File: config.mk
export PLATFORM = sky130hd
export DESIGN_NAME = cond_fork4_feeder
export DESIGN_NICKNAME = d
export VERILOG_FILES = /design/src/rtl/cond_fork4_feeder.sv
export SDC_FILE = /design/constraint.sdc
export NUM_CORES = 1
export LEC_CHECK = 0
export ABC_CLOCK_PERIOD_IN_PS = 2800
export BUFFER_PORTS_ARGS = -buffer_cell sky130_fd_sc_hd__buf_2
export CAP_MARGIN = 5
export CORE_UTILIZATION = 35
export CTS_CLUSTER_SIZE = 28
export DETAILED_ROUTE_END_ITERATION = 8
export HOLD_SLACK_MARGIN = 0.05
export MAX_ROUTING_LAYER = met4
export SYNTH_ARGS = -nofsm -noshare
export SYNTH_HDL_FRONTEND = slang
export SYNTH_SLANG_ARGS = --single-unit
File: constraint.sdc
create_clock -name clk -period 2.8 [get_ports clk]
set_input_delay 0.28 -clock clk [delete_from_list [all_inputs] [get_ports clk]]
set_output_delay 0.28 -clock clk [all_outputs]
set_load 0.02 [all_outputs]
File: src/rtl/cond_fork4_feeder.sv
`default_nettype none
// =============================================================================
// Module : cond_fork4_feeder
// Clocked bundled-data source for a 4-way conditional fork stage.
// Rev    : 1.0
// =============================================================================
module cond_fork4_feeder #(
   parameter int DATA_W      = 32,
   parameter int DRIVE_CYC   = 2,
   parameter int TIMEOUT_CYC = 1024,
   parameter int CNT_W       = 16
) (
   input  logic              clk,
   input  logic              rst_n,
   input  logic              in_valid,
   output logic              in_ready,
   input  logic [DATA_W-1:0] in_data,
   input  logic [3:0]        in_mask,
   output logic              o_drive,
   output logic [3:0]        o_valid,
   output logic [DATA_W-1:0] o_data,
   input  logic              i_free,
   output logic              o_busy,
   output logic              o_timeout,
   output logic [CNT_W-1:0]  o_sent_cnt,
   output logic [CNT_W-1:0]  o_drop_cnt
);

   localparam int                  c_WAIT_W   = $clog2(TIMEOUT_CYC + 2);
   localparam logic [c_WAIT_W-1:0] c_WAIT_LIM = c_WAIT_W'(TIMEOUT_CYC);
   localparam logic [3:0]          c_DRV_LAST = 4'(DRIVE_CYC - 1);

   localparam logic [1:0] c_IDLE      = 2'd0;
   localparam logic [1:0] c_DRIVE     = 2'd1;
   localparam logic [1:0] c_WAIT_FREE = 2'd2;

   logic [1:0]          r_state;
   logic [1:0]          w_next_state;
   logic                r_live;
   logic                r_free_s1;
   logic                r_free_s2;
   logic                r_free_s3;
   logic                r_free_seen;
   logic [3:0]          r_drv_cnt;
   logic [c_WAIT_W-1:0] r_wait;

   logic                w_free_evt;
   logic                w_accept;
   logic                w_take;
   logic                w_drop;
   logic                w_drv_done;
   logic                w_drive_nxt;
   logic                w_busy_nxt;
   logic                w_timeout_nxt;
   logic                w_free_seen_nxt;
   logic [3:0]          w_valid_nxt;
   logic [3:0]          w_drv_cnt_nxt;
   logic [DATA_W-1:0]   w_data_nxt;
   logic [c_WAIT_W-1:0] w_wait_nxt;

   // r_live keeps in_ready low until the first clock after reset release.
   assign in_ready   = r_live & (r_state == c_IDLE);
   assign w_accept   = in_valid & in_ready;
   assign w_take     = w_accept & (|in_mask);
   assign w_drop     = w_accept & ~(|in_mask);
   assign w_free_evt = r_free_s2 & ~r_free_s3;
   assign w_drv_done = (r_state == c_DRIVE) && (r_drv_cnt == c_DRV_LAST);

   always_ff @(posedge clk or negedge rst_n) begin
      if (!rst_n) begin
         r_state <= c_IDLE;
      end else begin
         r_state <= w_next_state;
      end
   end

   always_comb begin
      w_next_state = r_state;
      case (r_state)
         c_IDLE: begin
            if (w_take) begin
               w_next_state = c_DRIVE;
            end
         end
         c_DRIVE: begin
            if (w_drv_done) begin
               w_next_state = c_WAIT_FREE;
            end
         end
         c_WAIT_FREE: begin
            if (r_free_seen || w_free_evt) begin
               w_next_state = c_IDLE;
            end
         end
         default: w_next_state = c_IDLE;
      endcase
   end

   // Output values are computed from the next state so every output leaves a flop.
   always_comb begin
      w_drive_nxt = (w_next_state == c_DRIVE);
      w_busy_nxt  = (w_next_state != c_IDLE);
      w_valid_nxt = 4'd0;
      if (w_drive_nxt) begin
         w_valid_nxt = w_take ? in_mask : o_valid;
      end
      w_data_nxt    = w_take ? in_data : o_data;
      w_drv_cnt_nxt = (r_state == c_DRIVE) ? r_drv_cnt + 4'd1 : 4'd0;
      if (r_state != c_WAIT_FREE) begin
         w_wait_nxt = c_WAIT_W'(1);
      end else if (r_wait == c_WAIT_LIM) begin
         w_wait_nxt = r_wait;
      end else begin
         w_wait_nxt = r_wait + 1'b1;
      end
      w_free_seen_nxt = r_free_seen;
      if (w_take) begin
         w_free_seen_nxt = 1'b0;
      end else if ((r_state == c_DRIVE) && w_free_evt) begin
         w_free_seen_nxt = 1'b1;
      end
      w_timeout_nxt = o_timeout;
      if ((TIMEOUT_CYC != 0) && (w_next_state == c_WAIT_FREE) && (w_wait_nxt == c_WAIT_LIM)) begin
         w_timeout_nxt = 1'b1;
      end
   end

   always_ff @(posedge clk or negedge rst_n) begin
      if (!rst_n) begin
         r_live      <= 1'b0;
         r_free_s1   <= 1'b0;
         r_free_s2   <= 1'b0;
         r_free_s3   <= 1'b0;
         r_free_seen <= 1'b0;
         r_drv_cnt   <= 4'd0;
         r_wait      <= '0;
         o_drive     <= 1'b0;
         o_valid     <= 4'd0;
         o_data      <= '0;
         o_busy      <= 1'b0;
         o_timeout   <= 1'b0;
         o_sent_cnt  <= '0;
         o_drop_cnt  <= '0;
      end else begin
         r_live      <= 1'b1;
         r_free_s1   <= i_free;
         r_free_s2   <= r_free_s1;
         r_free_s3   <= r_free_s2;
         r_free_seen <= w_free_seen_nxt;
         r_drv_cnt   <= w_drv_cnt_nxt;
         r_wait      <= w_wait_nxt;
         o_drive     <= w_drive_nxt;
         o_valid     <= w_valid_nxt;
         o_data      <= w_data_nxt;
         o_busy      <= w_busy_nxt;
         o_timeout   <= w_timeout_nxt;
         if (w_drv_done) begin
            o_sent_cnt <= o_sent_cnt + 1'b1;
         end
         if (w_drop) begin
            o_drop_cnt <= o_drop_cnt + 1'b1;
         end
      end
   end

endmodule
`default_nettype wire
==> results_dict.tcl, run 1 <==
set metrics [dict create \
    status "complete, no violations" \
    final_layout_size_suffix_gt1_share_pct 39.3 \
    clock_latency_ns 0.33 \
    fmax_mhz 445 \
    synthTopCellsByArea "dfrtp_1 59%, mux2_2 9.7%, xnor2_1 5.5%" \
    clkTransAtPathRegs_ns 0.06 \
    n_antenna_cell 0 \
    ys_seq_area_share_pct 58.9 \
    die_h_um 108 \
    required_ns 3.07 \
    period_needed_ns 2.25 \
    maxCapViolCount 0 \
    rsz0062_at_grt "no" \
    drt_iter0_drc 90 \
    grt_pass1_vias 2814 \
    crit_slowest_cell "or4b_1" \
    nNetsFinal 479 \
    seq_area_mm2 0.00233 \
    grt_overflow_total 0 \
    wl_per_cell_um 13.5 \
    worst_setup_path_end_kind "register" \
    worstHoldStart "in_data[22]" \
    finalMaxSlewViolations 0 \
    place.port_buffers 111 \
    start_util_pct 36.2 \
    multi_input_area_mm2 0.00156 \
    synth_top_cell_by_area "dfrtp_1" \
    whs_ns 0.178 \
    tns_ns 0 \
    antenna_found_initial 0 \
    skew_ns 0.00498 \
    rows 38 \
    finalCritPeriodShare_pct 80.3 \
    final_common_cell "buf_2" \
    routed_wl_um 7810 \
    p_leak_nw 2.46 \
    cts_resized 0 \
    drt-pass1-iter-count 4 \
    synth_seq_cells 93 \
    syn_area_mm2 0.00395 \
    mostFrequentLayoutCells "110 x buf_2, 93 x dfrtp_1, 34 x mux2_2, 25 x xnor2_1, 20 x nor2_1" \
    dieArea_mm2 0.0117 \
    whs_endpoint "o_data[22]" \
    p_per_area_mw_per_mm2 933 \
    core-area_mm2 0.0109 \
    crit_chain "inv_1, ha_1, or4b_1, nor4_4, mux2i_1, nor3b_1, a41o_1" \
    slowest_delay_ns 0.48 \
    grt_usage_pct 15.1 \
    arrival_ns 2.52 \
    ant_nets 0 \
    hold_depth 2 \
    clkSinkCount 93 \
    cts_max_level 3 \
    reg2reg_to "o_timeout" \
    ys_warn_count 0 \
    reg2regPathDepth 7 \
    grt_max_degree 50 \
    grt_pass1_wl_um 13200 \
    finalWeightedCongestion 0.840 \
    avgSynthCellArea_um2 12.5 \
    netlist.area_leader.share_pct 58.9 \
    post-dp-hpwl_um 5640 \
    syn-num-nets 362 \
    hold_viol 0 \
    hold_class "in2reg" \
    root_buffer "clkbuf_16" \
    num-fill-cells 1030 \
    die_w_um 108 \
    cts_buffer_depth 2 \
    numCtsBuffers 9 \
    worst_slew_pin_slew_ns 0.625 \
    relSlewSlack_pct 58.4 \
    drc 0 \
    worst-path-max-fanout 6 \
    dpl_worst_slack_ns 0.579 \
    ios 112 \
    setup.worst_path.class "reg2reg" \
    synthesis.instances 316 \
    synth_cell_types 43 \
    cts_tree "yes" \
    rrSetupSlack_ns 0.55 \
    vias 2724 \
    syn2layout_area_growth_pct 27.6 \
    setup_violations 0 \
    ir_drop_v 0.000535 \
    postCtsSetupRepairBufs 0 \
    vias_per_cell 4.71 \
    crit_path_start_kind "register" \
    setup_slack_ns 0.552 \
    reg2reg_from "r_wait[0]" \
]
==> area by class of cell <==
type	instances	share of cell area (%)
Clock inverter	4	1.89
Tap cell	140	3.47
Clock buffer	12	4.89
Timing Repair Buffer	117	12.3
Sequential cell	93	46.1
Inverter	6	0.447
Multi-Input combinational cell	206	30.9
==> layer usage <==
metal	up-vias	GRT usage, %	routed length, um
met5	-	-	0
met4	0	4.92	68
met3	5	4.52	466
met2	77	23.2	3770
met1	1318	19.0	3510
li1	1324	-	-
==> flip-flops by register name, indices dropped and copies added, names as in the netlist <==
signal,cells
o_sent_cnt,16
o_data,32
r_free_seen,1
r_free_s2,1
r_state,2
r_live,1
o_drop_cnt,16
r_drv_cnt,4
o_valid,4
o_busy,1
o_drive,1
r_wait,11
r_free_s3,1
o_timeout,1
r_free_s1,1
==> worst max path at each step <==
stage,slack [ns],end,from
after floorplan,0.73,o_sent_cnt[15],r_drv_cnt[1]
after global placement,0.65,o_timeout,r_wait[0]
after detailed placement,0.58,o_timeout,r_wait[0]
after CTS,0.55,o_timeout,r_wait[0]
after global routing,0.32,o_timeout,r_wait[0]
final,0.55,o_timeout,r_wait[0]
==> cells by family (layout without fill, tap and decap cells) <==
| family | Yosys count | after routing | synth area share [%] |
|---|---|---|---|
| AO/OA/AOI/OAI | 18 | 18 | 3.39 |
| XOR/XNOR | 40 | 40 | 8.86 |
| adder cells (fa/ha/maj) | 6 | 6 | 1.90 |
| buffers and inverters | 17 | 139 | 1.96 |
| flip-flops | 93 | 93 | 58.9 |
| multiplexers | 35 | 35 | 9.94 |
| other | 1 | 1 | 0.0948 |
| AND/OR/NAND/NOR | 106 | 106 | 15.0 |
==> synthesized netlist by cell type <==
master	count
o21bai_1	1
nand2b_1	6
a41o_1	1
a21boi_0	2
a211oi_1	1
or4b_1	1
or4b_4	1
nor4_4	1
clkbuf_2	1
inv_1	6
or2_2	3
ha_1	6
nor2_1	20
or3_1	4
xnor2_1	25
nand3b_1	1
xor2_1	15
or3b_2	1
mux2_2	34
and4_1	1
nand4_1	8
o31ai_1	1
o21ai_0	2
o32a_1	1
dfrtp_1	93
nor4bb_1	1
nand2_1	18
a22o_1	5
nor4_1	2
nor4_2	2
buf_6	1
a31oi_1	2
mux2i_1	1
and2_1	2
and3_1	7
a21oi_1	2
buf_2	4
nor3b_1	2
clkbuf_1	5
nor3_1	7
nand3_1	14
conb_1	1
nor2b_1	4
==> through the flow <==
step / instance area (um2) / util [%] / instances / total power (W)
after floorplan: 3950 / - / 316 / 0.00285
after global placement: 4680 / 42.8 / 560 / 0.00333
after detailed placement: 4680 / 42.8 / 560 / 0.00337
after CTS: 5040 / 46.1 / 578 / 0.00478
after global routing: 5040 / 46.1 / 578 / 0.00498
final: 5040 / 46.1 / 578 / 0.00471
==> power by group <==
| group | switching, W | internal, W | total, W | leakage, nW |
|---|---|---|---|---|
| logic | 0.000829 | 0.000589 | 0.00142 | 1.10 |
| clock network | 0.000491 | 0.000897 | 0.00139 | 0.167 |
| registers | 0.000211 | 0.00169 | 0.00190 | 1.20 |
| total | 0.00153 | 0.00318 | 0.00471 | 2.46 |
==> worst max-delay path, delay by kind of cell (launching register included) <==
kind                       cells  cell delay (ns)
and+or+nand+nor                3             1.02
muxes                          1             0.27
buffers and inverters          1             0.15
AOI/OAI and AO/OA              1             0.18
DFF                            1             0.42
adders and majority gates      1             0.16
==> repair_timing <==
action | in CTS | in global routing
hold buffers | 2 | 0
endpoints found under the setup margin | 0 | 0
hold endpoints to repair | 49 | 0
Note: power is estimated with default switching activity, not from simulation.
==> run 2: changes to the inputs <==
ABC_AREA = 1   (was default)
ABC_CLOCK_PERIOD_IN_PS = 2000   (was 2800)
clock period = 2 ns   (was 2.8 ns; I/O delays follow)
==> run 2 against run 1 <==
Against the previous run: synthesized area up 3.8%; final area up 3.3%; critical path depth up 1; sequential cell count unchanged; core utilization down 0.50 points; clock power up 20%; largest cell class unchanged; sequential power up 41%; power up 36%; highest routed layer unchanged; fmax up 35%; largest power group unchanged.
==> results_dict.tcl, run 2 <==
set metrics [dict create \
    rrSetupSlack_ns 0.34 \
    ios 112 \
    setup.worst_path.class "reg2reg" \
    vias_per_cell 4.47 \
    avgSynthCellArea_um2 9.18 \
    hold_class "in2reg" \
    clock_latency_ns 0.33 \
    path_depth 8 \
    arrival_ns 1.92 \
    synth_top_cell_by_area "dfrtp_1" \
    hold_viol 0 \
    ir_drop_v 0.000655 \
    final_layout_size_suffix_gt1_share_pct 26.2 \
    synth_edf_count 0 \
    worst_setup_path_end_kind "register" \
    largest_register_ff_count 32 \
    regMostFlops "o_data" \
    yosysMostFrequentCell "nand2_1" \
    vias 3218 \
    routed_wl_um 8880 \
    cts_max_level 3 \
    grt_pass1_vias 3175 \
    required_ns 2.26 \
    n_antenna_cell 0 \
    path_common_cell "nand3_4" \
    start_util_pct 36.0 \
    ys_seq_area_share_pct 56.7 \
    whs_ns 0.0574 \
    critical_path.top_delay_family "simple AND/OR/NAND/NOR gates" \
    p_per_area_mw_per_mm2 1230 \
    antenna_found_initial 0 \
    reg2regPathDepth 8 \
    clkSinkCount 93 \
    crit_chain "inv_1, ha_1, nand3_4, nor2_8, nand3_4, or2_4, nor3_2, xor2_1" \
    synthTopCellsByArea "dfrtp_1 57%, nand2_1 14%, xor2_1 4.7%" \
    skew_ns 0.0105 \
    mostFrequentLayoutCells "153 x nand2_1, 110 x buf_2, 93 x dfrtp_1, 45 x inv_1, 33 x nor2_1" \
    drt_iter0_drc 117 \
    cts_buffer_depth 2 \
    syn_area_mm2 0.00411 \
    root_buffer "clkbuf_16" \
    hold_depth 3 \
    synth_cell_types 31 \
    finalCritPeriodShare_pct 83.2 \
    crit_slowest_cell "dfrtp_1" \
    crit_end "o_sent_cnt[15]" \
    seq_area_mm2 0.00233 \
    setup_violations 0 \
    finalMaxSlewViolations 0 \
    netlist.area_leader.share_pct 56.7 \
    synth_seq_cells 93 \
    drc 0 \
    nNetsFinal 618 \
    status "complete, no violations" \
    synthTopCellsByCount "153 x nand2_1, 93 x dfrtp_1, 45 x inv_1, 33 x nor2_1, 28 x nand3_1" \
    fmax_mhz 601 \
    reg_top3 "o_data x32, o_drop_cnt x16, o_sent_cnt x16" \
    reg2reg_from "r_drv_cnt[1]" \
    finalWeightedCongestion 0.816 \
    grt_overflow_total 0 \
    clkTransAtPathRegs_ns 0.07 \
    worst-path-max-fanout 6 \
    rsz0062_at_grt "no" \
    die_h_um 110 \
    grt_usage_pct 16.3 \
    ant_nets 0 \
    die_w_um 110 \
    tns_ns 0 \
    critPathBufInv 1 \
    reg2reg_to "o_sent_cnt[15]" \
    wl_per_cell_um 12.3 \
    crit_path_start_kind "register" \
    grt_max_degree 62 \
    utilization_pct 45.6 \
    syn-num-nets 493 \
    place.port_buffers 111 \
    period_needed_ns 1.66 \
    drt-pass1-iter-count 6 \
    synthesis.instances 447 \
    power_w 0.00639 \
    core-area_mm2 0.0114 \
    cp-startpoint "r_drv_cnt[1]" \
    ys_warn_count 0 \
    multi_input_area_mm2 0.00157 \
    p_leak_nw 2.96 \
    post-dp-hpwl_um 6510 \
    syn2layout_area_growth_pct 26.9 \
    final_common_cell "nand2_1" \
    grt_pass1_wl_um 14900 \
    cts_tree "yes" \
    dieArea_mm2 0.0122 \
    synth_ff_type "dfrtp_1" \
    rows 39 \
    maxCapViolCount 0 \
    numCtsBuffers 9 \
    async_reset_ff_share_pct 100 \
    num-fill-cells 1147 \
    slowest_delay_ns 0.39 \
    postCtsSetupRepairBufs 0 \
]
==> run 2: metal layers <==
metal | global-route usage, % | up-vias | routed length (um)
met2 | 25.0 | 70 | 4150
met1 | 21.7 | 1504 | 4290
met3 | 3.17 | 8 | 371
met5 | - | - | 0
met4 | 5.17 | 0 | 72
li1 | - | 1636 | -
==> run 2: final cells by class <==
| class | count | share of cell area (%) |
|---|---|---|
| repair buffers | 122 | 12.7 |
| inverters | 46 | 3.31 |
| clock buffers | 11 | 4.47 |
| multi-input cells | 300 | 30.2 |
| flip-flops and latches | 93 | 44.7 |
| well taps | 143 | 3.44 |
| clock inverters | 5 | 1.18 |
==> run 2: worst min path at each step <==
stage           startpoint          to  slack [ns]
6_report       in_data[30]  o_data[30]        0.06
5_1_grt        in_data[16]  o_data[16]        0.06
4_1_cts        in_data[30]  o_data[30]        0.05
3_5_place_dp         rst_n   r_wait[4]        0.23
3_3_place_gp         rst_n   r_wait[2]        0.23
2_1_floorplan        rst_n      o_busy        -0.1
==> run 2: what timing repair did <==
action                     in CTS  in global routing
hold buffers                    3                  1
resized for setup               0                  1
setup endpoints to repair       0                  1
hold endpoints to repair       95                  1
==> run 2: tightest hold or removal path: stages <==
cell     delay (ns)
buf_2          0.07
nand2_1        0.04
nand2_1        0.04
==> run 2: cell families after synthesis <==
kind of cell / count (synthesis) / share of synthesized area (%)
DFF: 93 / 56.7
other: 1 / 0.0913
buffers and inverters: 54 / 5.12
AOI/OAI and AO/OA: 11 / 1.43
adders and majority gates: 6 / 1.83
and+or+nand+nor: 248 / 27.6
xor gates and xnor gates: 34 / 7.25
==> run 2: through the flow <==
stage / setup slack (ns) / instance area (um2) / std cells
after global routing: 0.106 / 5210 / 720
after CTS: 0.236 / 5190 / 719
final: 0.335 / 5210 / 720
after detailed placement: 0.245 / 4870 / 700
after global placement: 0.376 / 4870 / 700
after floorplan: 0.197 / 4110 / 447
==> run 2: where the power goes <==
group | switching, W | leakage, nW | internal (W)
registers | 0.000313 | 1.21 | 0.00237
clock network | 0.000701 | 0.132 | 0.000972
logic | 0.00135 | 1.62 | 0.000689
